--- src/rtl/shared_reg_arb_pkg.sv ---
// Shared types and helpers for the shared register-bank arbiter.
//   arb_state_e : arbiter state encoding
//   idx_width() : bit width needed to index n items (minimum 1)
package shared_reg_arb_pkg;

    typedef enum logic [1:0] {
        IDLE   = 2'b00,
        GRANT  = 2'b01,
        LOCKED = 2'b10
    } arb_state_e;

    // Width of an index into n items, never below one bit.
    function automatic int unsigned idx_width(input int unsigned n);
        return (n > 1) ? int'($clog2(n)) : 1;
    endfunction

endpackage

--- src/rtl/rr_pick.sv ---
// Combinational round-robin picker: first set bit of (req & mask) searching
// upward from ptr with wrap-around.
//   req    : candidate requests
//   mask   : per-bit qualifier applied to req
//   ptr    : search start index
//   onehot : one-hot winner (zero when none)
//   index  : winner index (zero when none)
//   valid  : a winner exists
module rr_pick #(
    parameter int unsigned N  = 4,
    parameter int unsigned IW = 2
) (
    input  logic [N-1:0]  req,
    input  logic [N-1:0]  mask,
    input  logic [IW-1:0] ptr,
    output logic [N-1:0]  onehot,
    output logic [IW-1:0] index,
    output logic          valid
);

    logic [N-1:0] cand;

    assign cand = req & mask;

    // Walk candidates from ptr; the first hit locks out later ones.
    always_comb begin
        logic [IW-1:0] k;
        k      = '0;
        onehot = '0;
        index  = '0;
        valid  = 1'b0;
        for (int unsigned i = 0; i < N; i++) begin
            k = IW'((32'(ptr) + i) % N);
            if (!valid && cand[k]) begin
                valid     = 1'b1;
                index     = k;
                onehot[k] = 1'b1;
            end
        end
    end

endmodule

--- src/rtl/shared_reg_arbiter.sv ---
// Round-robin arbiter sharing one enabled register bank among requesters,
// with an optional grant lock bounded by a tenure limit.
//   i_clk, i_rst_n : clock (rising edge), async active-low reset
//   i_req          : per-requester write request
//   i_lock         : per-requester request to keep the grant
//   i_wdata        : packed write data, requester k at [k*WIDTH +: WIDTH]
//   o_gnt          : one-hot grant (zero when idle)
//   o_owner        : granted requester index (zero when idle)
//   o_reg_en       : bank enable, follows the owner's request this cycle
//   o_reg_d        : bank data (zero when not enabled)
//   o_busy         : state is not IDLE
//   o_timeout      : pulse on a forced release at the tenure limit
module shared_reg_arbiter
    import shared_reg_arb_pkg::*;
#(
    parameter int unsigned NUM_REQ  = 4,
    parameter int unsigned WIDTH    = 8,
    parameter int unsigned MAX_HOLD = 4
) (
    input  logic                               i_clk,
    input  logic                               i_rst_n,
    input  logic [NUM_REQ-1:0]                 i_req,
    input  logic [NUM_REQ-1:0]                 i_lock,
    input  logic [NUM_REQ*WIDTH-1:0]           i_wdata,
    output logic [NUM_REQ-1:0]                 o_gnt,
    output logic [idx_width(NUM_REQ)-1:0]      o_owner,
    output logic                               o_reg_en,
    output logic [WIDTH-1:0]                   o_reg_d,
    output logic                               o_busy,
    output logic                               o_timeout
);

    localparam int unsigned IDX_W = idx_width(NUM_REQ);
    localparam int unsigned CNT_W = idx_width(MAX_HOLD + 1);

    arb_state_e         state_q,    state_d;
    logic [IDX_W-1:0]   owner_q,    owner_d;
    logic [IDX_W-1:0]   ptr_q,      ptr_d;
    logic [CNT_W-1:0]   hold_cnt_q, hold_cnt_d;
    logic [NUM_REQ-1:0] gnt_q,      gnt_d;

    logic               busy;
    logic               own_req;
    logic               own_lock;
    logic               at_max;
    logic               tenure_end;
    logic [IDX_W-1:0]   ptr_next;
    logic [NUM_REQ-1:0] pick_mask;
    logic [IDX_W-1:0]   pick_ptr;
    logic [NUM_REQ-1:0] pick_oh;
    logic [IDX_W-1:0]   pick_idx;
    logic               pick_valid;

    assign busy       = (state_q != IDLE);
    assign own_req    = |(i_req  & gnt_q);
    assign own_lock   = |(i_lock & gnt_q);
    assign at_max     = (hold_cnt_q == CNT_W'(MAX_HOLD));
    assign tenure_end = busy && (!own_req || !own_lock || at_max);
    assign ptr_next   = (owner_q == IDX_W'(NUM_REQ - 1)) ? '0 : owner_q + IDX_W'(1);

    // During a tenure the search starts after the owner and skips it.
    assign pick_mask  = busy ? ~gnt_q : '1;
    assign pick_ptr   = busy ? ptr_next : ptr_q;

    rr_pick #(
        .N  (NUM_REQ),
        .IW (IDX_W)
    ) u_pick (
        .req    (i_req),
        .mask   (pick_mask),
        .ptr    (pick_ptr),
        .onehot (pick_oh),
        .index  (pick_idx),
        .valid  (pick_valid)
    );

    // State register
    always_ff @(posedge i_clk or negedge i_rst_n) begin
        if (!i_rst_n) begin
            state_q    <= IDLE;
            owner_q    <= '0;
            ptr_q      <= '0;
            hold_cnt_q <= '0;
            gnt_q      <= '0;
        end else begin
            state_q    <= state_d;
            owner_q    <= owner_d;
            ptr_q      <= ptr_d;
            hold_cnt_q <= hold_cnt_d;
            gnt_q      <= gnt_d;
        end
    end

    // Next state and bank-facing outputs
    always_comb begin
        state_d    = state_q;
        owner_d    = owner_q;
        ptr_d      = ptr_q;
        hold_cnt_d = hold_cnt_q;
        gnt_d      = gnt_q;
        o_reg_en   = 1'b0;
        o_reg_d    = '0;
        o_timeout  = 1'b0;

        case (state_q)
            IDLE: begin
                if (pick_valid) begin
                    state_d    = GRANT;
                    owner_d    = pick_idx;
                    gnt_d      = pick_oh;
                    hold_cnt_d = CNT_W'(1);
                end
            end
            GRANT, LOCKED: begin
                o_reg_en  = own_req;
                o_timeout = at_max && own_req && own_lock;
                if (own_req) begin
                    o_reg_d = i_wdata[32'(owner_q)*WIDTH +: WIDTH];
                end
                if (tenure_end) begin
                    ptr_d = ptr_next;
                    if (pick_valid) begin
                        state_d    = GRANT;
                        owner_d    = pick_idx;
                        gnt_d      = pick_oh;
                        hold_cnt_d = CNT_W'(1);
                    end else begin
                        state_d    = IDLE;
                        owner_d    = '0;
                        gnt_d      = '0;
                        hold_cnt_d = '0;
                    end
                end else begin
                    state_d    = LOCKED;
                    hold_cnt_d = hold_cnt_q + CNT_W'(1);
                end
            end
            default: begin
                state_d    = IDLE;
                owner_d    = '0;
                gnt_d      = '0;
                hold_cnt_d = '0;
            end
        endcase
    end

    assign o_gnt   = gnt_q;
    assign o_owner = owner_q;
    assign o_busy  = busy;

endmodule

--- config.mk ---
export PLATFORM = sky130hd
export DESIGN_NAME = shared_reg_arbiter
export DESIGN_NICKNAME = d
export VERILOG_FILES = /design/src/rtl/shared_reg_arb_pkg.sv /design/src/rtl/rr_pick.sv /design/src/rtl/shared_reg_arbiter.sv
export SDC_FILE = /design/constraint.sdc
export NUM_CORES = 1
export LEC_CHECK = 0
export ABC_AREA = 1
export CAP_MARGIN = 20
export CORE_UTILIZATION = 46
export CTS_CLUSTER_SIZE = 8
export DETAILED_ROUTE_END_ITERATION = 8
export HOLD_SLACK_MARGIN = 0.05
export PLACE_DENSITY = 0.82
export SLEW_MARGIN = 5
export SYNTH_ARGS = -nofsm -noshare
export SYNTH_HDL_FRONTEND = slang
export SYNTH_HIERARCHICAL = 1
export SYNTH_SLANG_ARGS = --single-unit
--- constraint.sdc ---
create_clock -name i_clk -period 4.1 [get_ports i_clk]
set_clock_uncertainty 0.05 [all_clocks]
set_input_delay 1.025 -clock i_clk [delete_from_list [all_inputs] [get_ports i_clk]]
set_output_delay 1.025 -clock i_clk [all_outputs]
set_load 0.005 [all_outputs]
==> results of run 1 <==
==> power by group <==
group | total (mW) | switching [mW] | internal [mW]
combinational | 1.65 | 1.04 | 0.611
sequential | 0.217 | 0.0376 | 0.179
clock | 0.0813 | 0.0435 | 0.0378
==> Yosys cell counts, drive strengths merged <==
| cell | number |
|---|---|
| ha | 12 |
| xor2 | 1 |
| a21oi | 9 |
| nand2 | 80 |
| nand3b | 1 |
| nand4 | 9 |
| nand3 | 33 |
| o21ai | 23 |
| dfrtp | 13 |
| nor2 | 50 |
| inv | 25 |
| clkbuf | 1 |
| nor3b | 2 |
| buf | 6 |
==> worst min-delay path by stage <==
stage                              startpoint                         to  cells past startpoint
floorplan           hold_cnt_q[1]$_DFFE_PN0N_  hold_cnt_q[1]$_DFFE_PN0N_                      2
global placement    hold_cnt_q[1]$_DFFE_PN0N_  hold_cnt_q[1]$_DFFE_PN0N_                      2
detailed placement  hold_cnt_q[1]$_DFFE_PN0N_  hold_cnt_q[1]$_DFFE_PN0N_                      2
CTS                 hold_cnt_q[1]$_DFFE_PN0N_  hold_cnt_q[1]$_DFFE_PN0N_                      2
global route        hold_cnt_q[1]$_DFFE_PN0N_  hold_cnt_q[1]$_DFFE_PN0N_                      2
finish              hold_cnt_q[1]$_DFFE_PN0N_  hold_cnt_q[1]$_DFFE_PN0N_                      2
==> sequential cells by signal (all words and copies together) (netlist names) <==
| register | count |
|---|---|
| hold_cnt_q | 3 |
| ptr_q | 2 |
| state_q | 2 |
| o_owner | 2 |
| o_gnt | 4 |
==> area by class of cell <==
cell class / instances / share of cell area (%)
Multi-Input combinational cell: 220 / 51.4
Timing Repair Buffer: 62 / 26.5
Sequential cell: 13 / 14.1
Inverter: 25 / 4.40
Tap cell: 46 / 2.50
Clock buffer: 4 / 1.14
==> metal layers <==
metal  vias up  part of all wire, %  track usage [%]
li1        986                    -                -
met3         4                  6.6             4.55
met4         0                 0.31             4.13
met5         -                    0                0
met2        61                   43             36.0
met1       805                   50             37.9
==> logic make-up (layout without fill, tap and decap cells) <==
family | Yosys count | in the layout
XOR/XNOR | 1 | 1
adder cells (fa/ha/maj) | 12 | 12
AO/OA/AOI/OAI | 32 | 32
buffers and inverters | 32 | 91
AND/OR/NAND/NOR | 175 | 175
flip-flops | 13 | 13
==> worst max-delay path, stage by stage <==
cell and delay, ns:
clkdlybuf4s50_1 0.53, nand2_1 0.07, nand2_1 0.07, inv_2 0.04, nand2_4 0.07, nand2_2 0.13
nor3b_1 0.23, clkdlybuf4s50_1 0.53
==> impl_metrics.yaml, run 1 <==
critical_path:
  crit_type: "input port to primary output"
  crit_end: "o_timeout"
  rr_worst_depth: 17
  critPathLaunchType: "input port"
  crit_required_ns: 3.02
  rr_endpoint: "o_owner[1]$_DFFE_PN0P_"
  cp-end-kind: "primary output"
  rrSetupSlack_ns: 0.93
  crit_path_start: "i_req[3]"
  path_max_fanout: 10
  r2r-start: "state_q[0]$_DFFE_PN0N_"
  arrival_ns: 2.70
timing:
  holdWs_ns: 0.478
  finalSetupViolCount: 0
  worstMarginPinSlew_ns: 0.584
  setup_ws_ns: 0.327
  layout_min_cycle_time_ns: 3.77
  max_freq_mhz: 265
  fin_crit_sh_pct: 92.0
  setup_tns_ns: 0
  rsz0062_at_grt: "false"
  hold_viol_final: 0
  slew_headroom_pct: 60.9
  drv_slew: 0
detailed_routing:
  wirelength_um: 4590
  via_per_inst: 5.02
  vias: 1856
  drt-pass1-iter-count: 4
  post_drt_wl_per_cell_um: 12.4
  dr.first_iter.drc_count: 75
  postRouteAntennaNets: 0
  drc: 0
place:
  dp.cells: 366
  hpwlAfterDp_um: 3530
  io_buffers: 58
  pre_cts_ws_ns: 0.332
  place_congestion: 0.877
  place_area_sq_um: 2280
clock_network:
  clk_latency_ns: 0.28
  clock-sinks: 13
  cts_buffers: 3
  htreeDepth: 1
  cts.path.max_buffers: 2
  cts_tree: "built"
  cts_root_buf: "clkbuf_4"
  cts_resized: 0
  cts_setup_buffers: 0
  clkTransAtPathRegs_ns: 0.08
  holdBufCountCts: 0
layout:
  nNetsFinal: 379
  antenna_cells: 0
  mostFrequentLayoutCell: "nand2_1"
  seq_area_sq_um: 325
  design_area_sq_um: 2310
  area_growth_pct: 39.1
  fillers: 292
  multi_input_area_sq_um: 1180
  drive_gt1_share_pct: 10.5
  layout_common_cells: "nand2_1 (66), clkdlybuf4s50_1 (58), nor2_1 (49)"
  fin_cells: 370
  utilization_pct: 68.0
logic_synthesis:
  synth_seq_cells: 13
  synth_cell_types: 24
  post_synth_xor_area_fraction_pct: 0.528
  synth-simple-area-share_pct: 51.5
  synth.area.mux_share_pct: 0
  netlist_instances: 265
  synth_nets: 319
  synth_compound_area_share_pct: 10.3
  synth_top_area_share_pct: 19.6
  yosysWarnings: 6
  synth_adder_area_share_pct: 9.06
  synth_top_family_by_area: "simple AND/OR/NAND/NOR gates"
  synthTopCellsByArea: "dfrtp_1 (20%), nand2_1 (15%), nor2_1 (11%)"
  syn-cell-area_sq_um: 1660
  synth_top_area_cell: "dfrtp_1"
  avgSynthCellArea_sq_um: 6.26
  ys_seq_area_share_pct: 19.6
global_routing:
  grt_pass1_wl_um: 7000
  grt_overflow: 0
  grt_max_degree: 21
  grt_pass1_vias: 1508
  antenna_found_initial: 0
  track_usage_pct: 24.6
run:
  maxCapViolCount: 0
die:
  fp.dieW_um: 62.0
  die_h_um: 62.0
  coreArea_sq_um: 3390
  io_pins: 59
  start_util_pct: 48.9
  rows: 21
  die_area_sq_um: 3850
pwr:
  power.density_nw_per_um2: 847
  total_leakage_power_nw: 1.11
  power_mw: 1.95
  peakVddDrop_mv: 0.521
min_path:
  hold_path_class: "register to register"
run_status:
  status: "complete, no violations"
Power figures use the tool's default switching activity.
==> inputs of run 2 (changes only) <==
--- a/config.mk
+++ b/config.mk
@@ -17,3 +17,4 @@
 export SYNTH_HDL_FRONTEND = slang
 export SYNTH_HIERARCHICAL = 1
 export SYNTH_SLANG_ARGS = --single-unit
+export TNS_END_PERCENT = 50
==> results of run 2 <==
No change in the layout: final DEF, timing and power equal those of run 1.
==> inputs of run 3 (changes only) <==
--- a/config.mk
+++ b/config.mk
@@ -11,7 +11,7 @@
 export CTS_CLUSTER_SIZE = 8
 export DETAILED_ROUTE_END_ITERATION = 8
 export HOLD_SLACK_MARGIN = 0.05
-export PLACE_DENSITY = 0.82
+export PLACE_DENSITY = 0.78
 export SLEW_MARGIN = 5
 export SYNTH_ARGS = -nofsm -noshare
 export SYNTH_HDL_FRONTEND = slang
==> run 3 against run 2 <==
  * Combinational power is essentially flat
  * First-iteration DRC count rose by 29%
  * Highest routed layer is now met3
  * Sequential power is 9.2% higher
  * Flip-flop and latch count is the same
  * Hold slack better by 0.012 ns
==> impl_metrics.yaml, run 3 (same netlist as run 1, synthesis figures left out) <==
global_routing:
  antenna_found_initial: 0
  grt_pass1_wl_um: 6980
  grt_overflow: 0
  use_met2_pct: 41.2
  track_usage_pct: 24.2
  met1_usage_pct: 34.3
  grtUsageMet3_pct: 3.31
  grt_pass1_vias: 1593
  gr-max-usage-layer: "met2"
  grt_max_degree: 22
place:
  hpwlAfterDp_um: 3660
  io_buffers: 58
  place_congestion: 0.836
critical_path:
  crit_required_ns: 3.02
  critPathLaunchType: "input port"
  cp_num_buf_inv: 3
  slowest_stage: "clkdlybuf4s50_1"
  slowest_delay_ns: 0.54
  path_max_fanout: 10
  crit_type: "input port to primary output"
  rrSetupSlack_ns: 0.78
  cp-end-kind: "primary output"
  path_delay_family: "buffers and inverters"
  crit_path_cell_trace: "clkdlybuf4s50_1 > nand2_1 > nand2_1 > inv_2 > nand2_4 > nand2_2 > nor3b_1 > clkdlybuf4s50_1"
  arrival_ns: 2.71
detailed_routing:
  postRouteAntennaNets: 0
  drc: 0
  post_drt_wl_per_cell_um: 12.6
  vias: 1839
  dr.first_iter.drc_count: 97
  via_per_inst: 4.97
  drt-pass1-iter-count: 4
  wirelength_um: 4680
pwr:
  power.density_nw_per_um2: 857
  peakVddDrop_mv: 0.717
  p_int_mw: 0.841
  power_mw: 1.98
  switching_share_pct: 57.5
  pwr-share-clk_pct: 4.0
  switchingPower_mw: 1.14
  seq_power_share_pct: 12.0
  combinationalPowerShare_pct: 84.0
  total_leakage_power_nw: 1.11
die:
  fp.dieW_um: 62.0
  io_pins: 59
  coreArea_sq_um: 3390
  rows: 21
  die_area_sq_um: 3850
  start_util_pct: 48.9
  die_h_um: 62.0
timing:
  holdWs_ns: 0.490
  layout_min_cycle_time_ns: 3.78
  drv_slew: 0
  finalSetupViolCount: 0
  fin_crit_sh_pct: 92.2
  slew_headroom_pct: 54.7
  max_freq_mhz: 265
  setup_tns_ns: 0
  worstMarginPinSlew_ns: 0.679
  hold_viol_final: 0
  rsz0062_at_grt: "false"
layout:
  fillers: 306
  mostFrequentLayoutCell: "nand2_1"
  seq_area_sq_um: 325
  area_growth_pct: 39.1
  largest_reg_flops: 4
  drive_gt1_share_pct: 10.5
  layout_common_cells: "nand2_1 (66), clkdlybuf4s50_1 (58), nor2_1 (49)"
  nNetsFinal: 379
  utilization_pct: 68.0
  antenna_cells: 0
  multi_input_area_sq_um: 1180
run_status:
  status: "complete, no violations"
clock_network:
  holdBufCountCts: 0
  htreeDepth: 1
  clk_latency_ns: 0.27
  cts_resized: 0
  cts_buffers: 3
  cts.path.max_buffers: 2
  cts_setup_buffers: 0
  clkTransAtPathRegs_ns: 0.08
  cts_tree: "built"
  clock-sinks: 13
  cts_root_buf: "clkbuf_4"
run:
  maxCapViolCount: 0
min_path:
  hold_path_class: "register to register"
## run 3: cell counts in the layout (fill, tap and decap cells not counted)
No cell type changed its count.
## run 3: metal layers
metal  wire length, um  vias to the layer above
li1                  -                      979
met1              2300                      812
met2              2090                       48
met3               289                        0
met4                 0                        0
met5                 0                        -
## run 3: power groups by stage
stage | Combinational (mW) | Sequential, mW | Clock (mW)
2_1_floorplan | 1.26 | 0.206 | 0
3_3_place_gp | 1.63 | 0.239 | 0
3_5_place_dp | 1.64 | 0.240 | 0
4_1_cts | 1.65 | 0.237 | 0.0834
5_1_grt | 1.85 | 0.244 | 0.0876
6_report | 1.66 | 0.237 | 0.0799
## run 3: cell type report
type | instances | share of cell area (%)
clock buffers | 4 | 1.14
well taps | 46 | 2.50
multi-input cells | 220 | 51.4
inverters | 25 | 4.40
repair buffers | 62 | 26.5
flip-flops and latches | 13 | 14.1
## run 3: through the flow
step                instance area, sq um  setup slack, ns  instances
floorplan                           1660            0.927        265
global placement                    2280            0.341        366
detailed placement                  2280            0.297        366
CTS                                 2310            0.290        370
global route                        2310            0.202        370
finish                              2310            0.319        370
## run 3: final timing paths
path | to | cells after the start | start
max | o_timeout | 8 | i_req[1]
min | hold_cnt_q[1]$_DFFE_PN0N_ | 2 | hold_cnt_q[1]$_DFFE_PN0N_
max reg2reg | o_owner[0]$_DFFE_PN0P_ | 16 | o_owner[0]$_DFFE_PN0P_
min reg2reg | hold_cnt_q[1]$_DFFE_PN0N_ | 2 | hold_cnt_q[1]$_DFFE_PN0N_
max in group asynchronous | o_gnt[2]$_DFFE_PN0P_ | 1 | i_rst_n
min in group asynchronous | hold_cnt_q[0]$_DFFE_PN0N_ | 1 | i_rst_n
## run 3: worst register-to-register path: stages (launching register included)
cell and delay [ns]:
dfrtp_1 0.64, ha_1 0.33, nor2_1 0.11, nand2_1 0.06
o21ai_1 0.33, inv_8 0.11, ha_1 0.42, inv_1 0.09
nand2_2 0.10, nand2_4 0.09, nor2_8 0.14, nand3b_1 0.12
nor2_1 0.25, inv_1 0.16, nand2_4 0.13, nand2_1 0.05
nand2_1 0.08
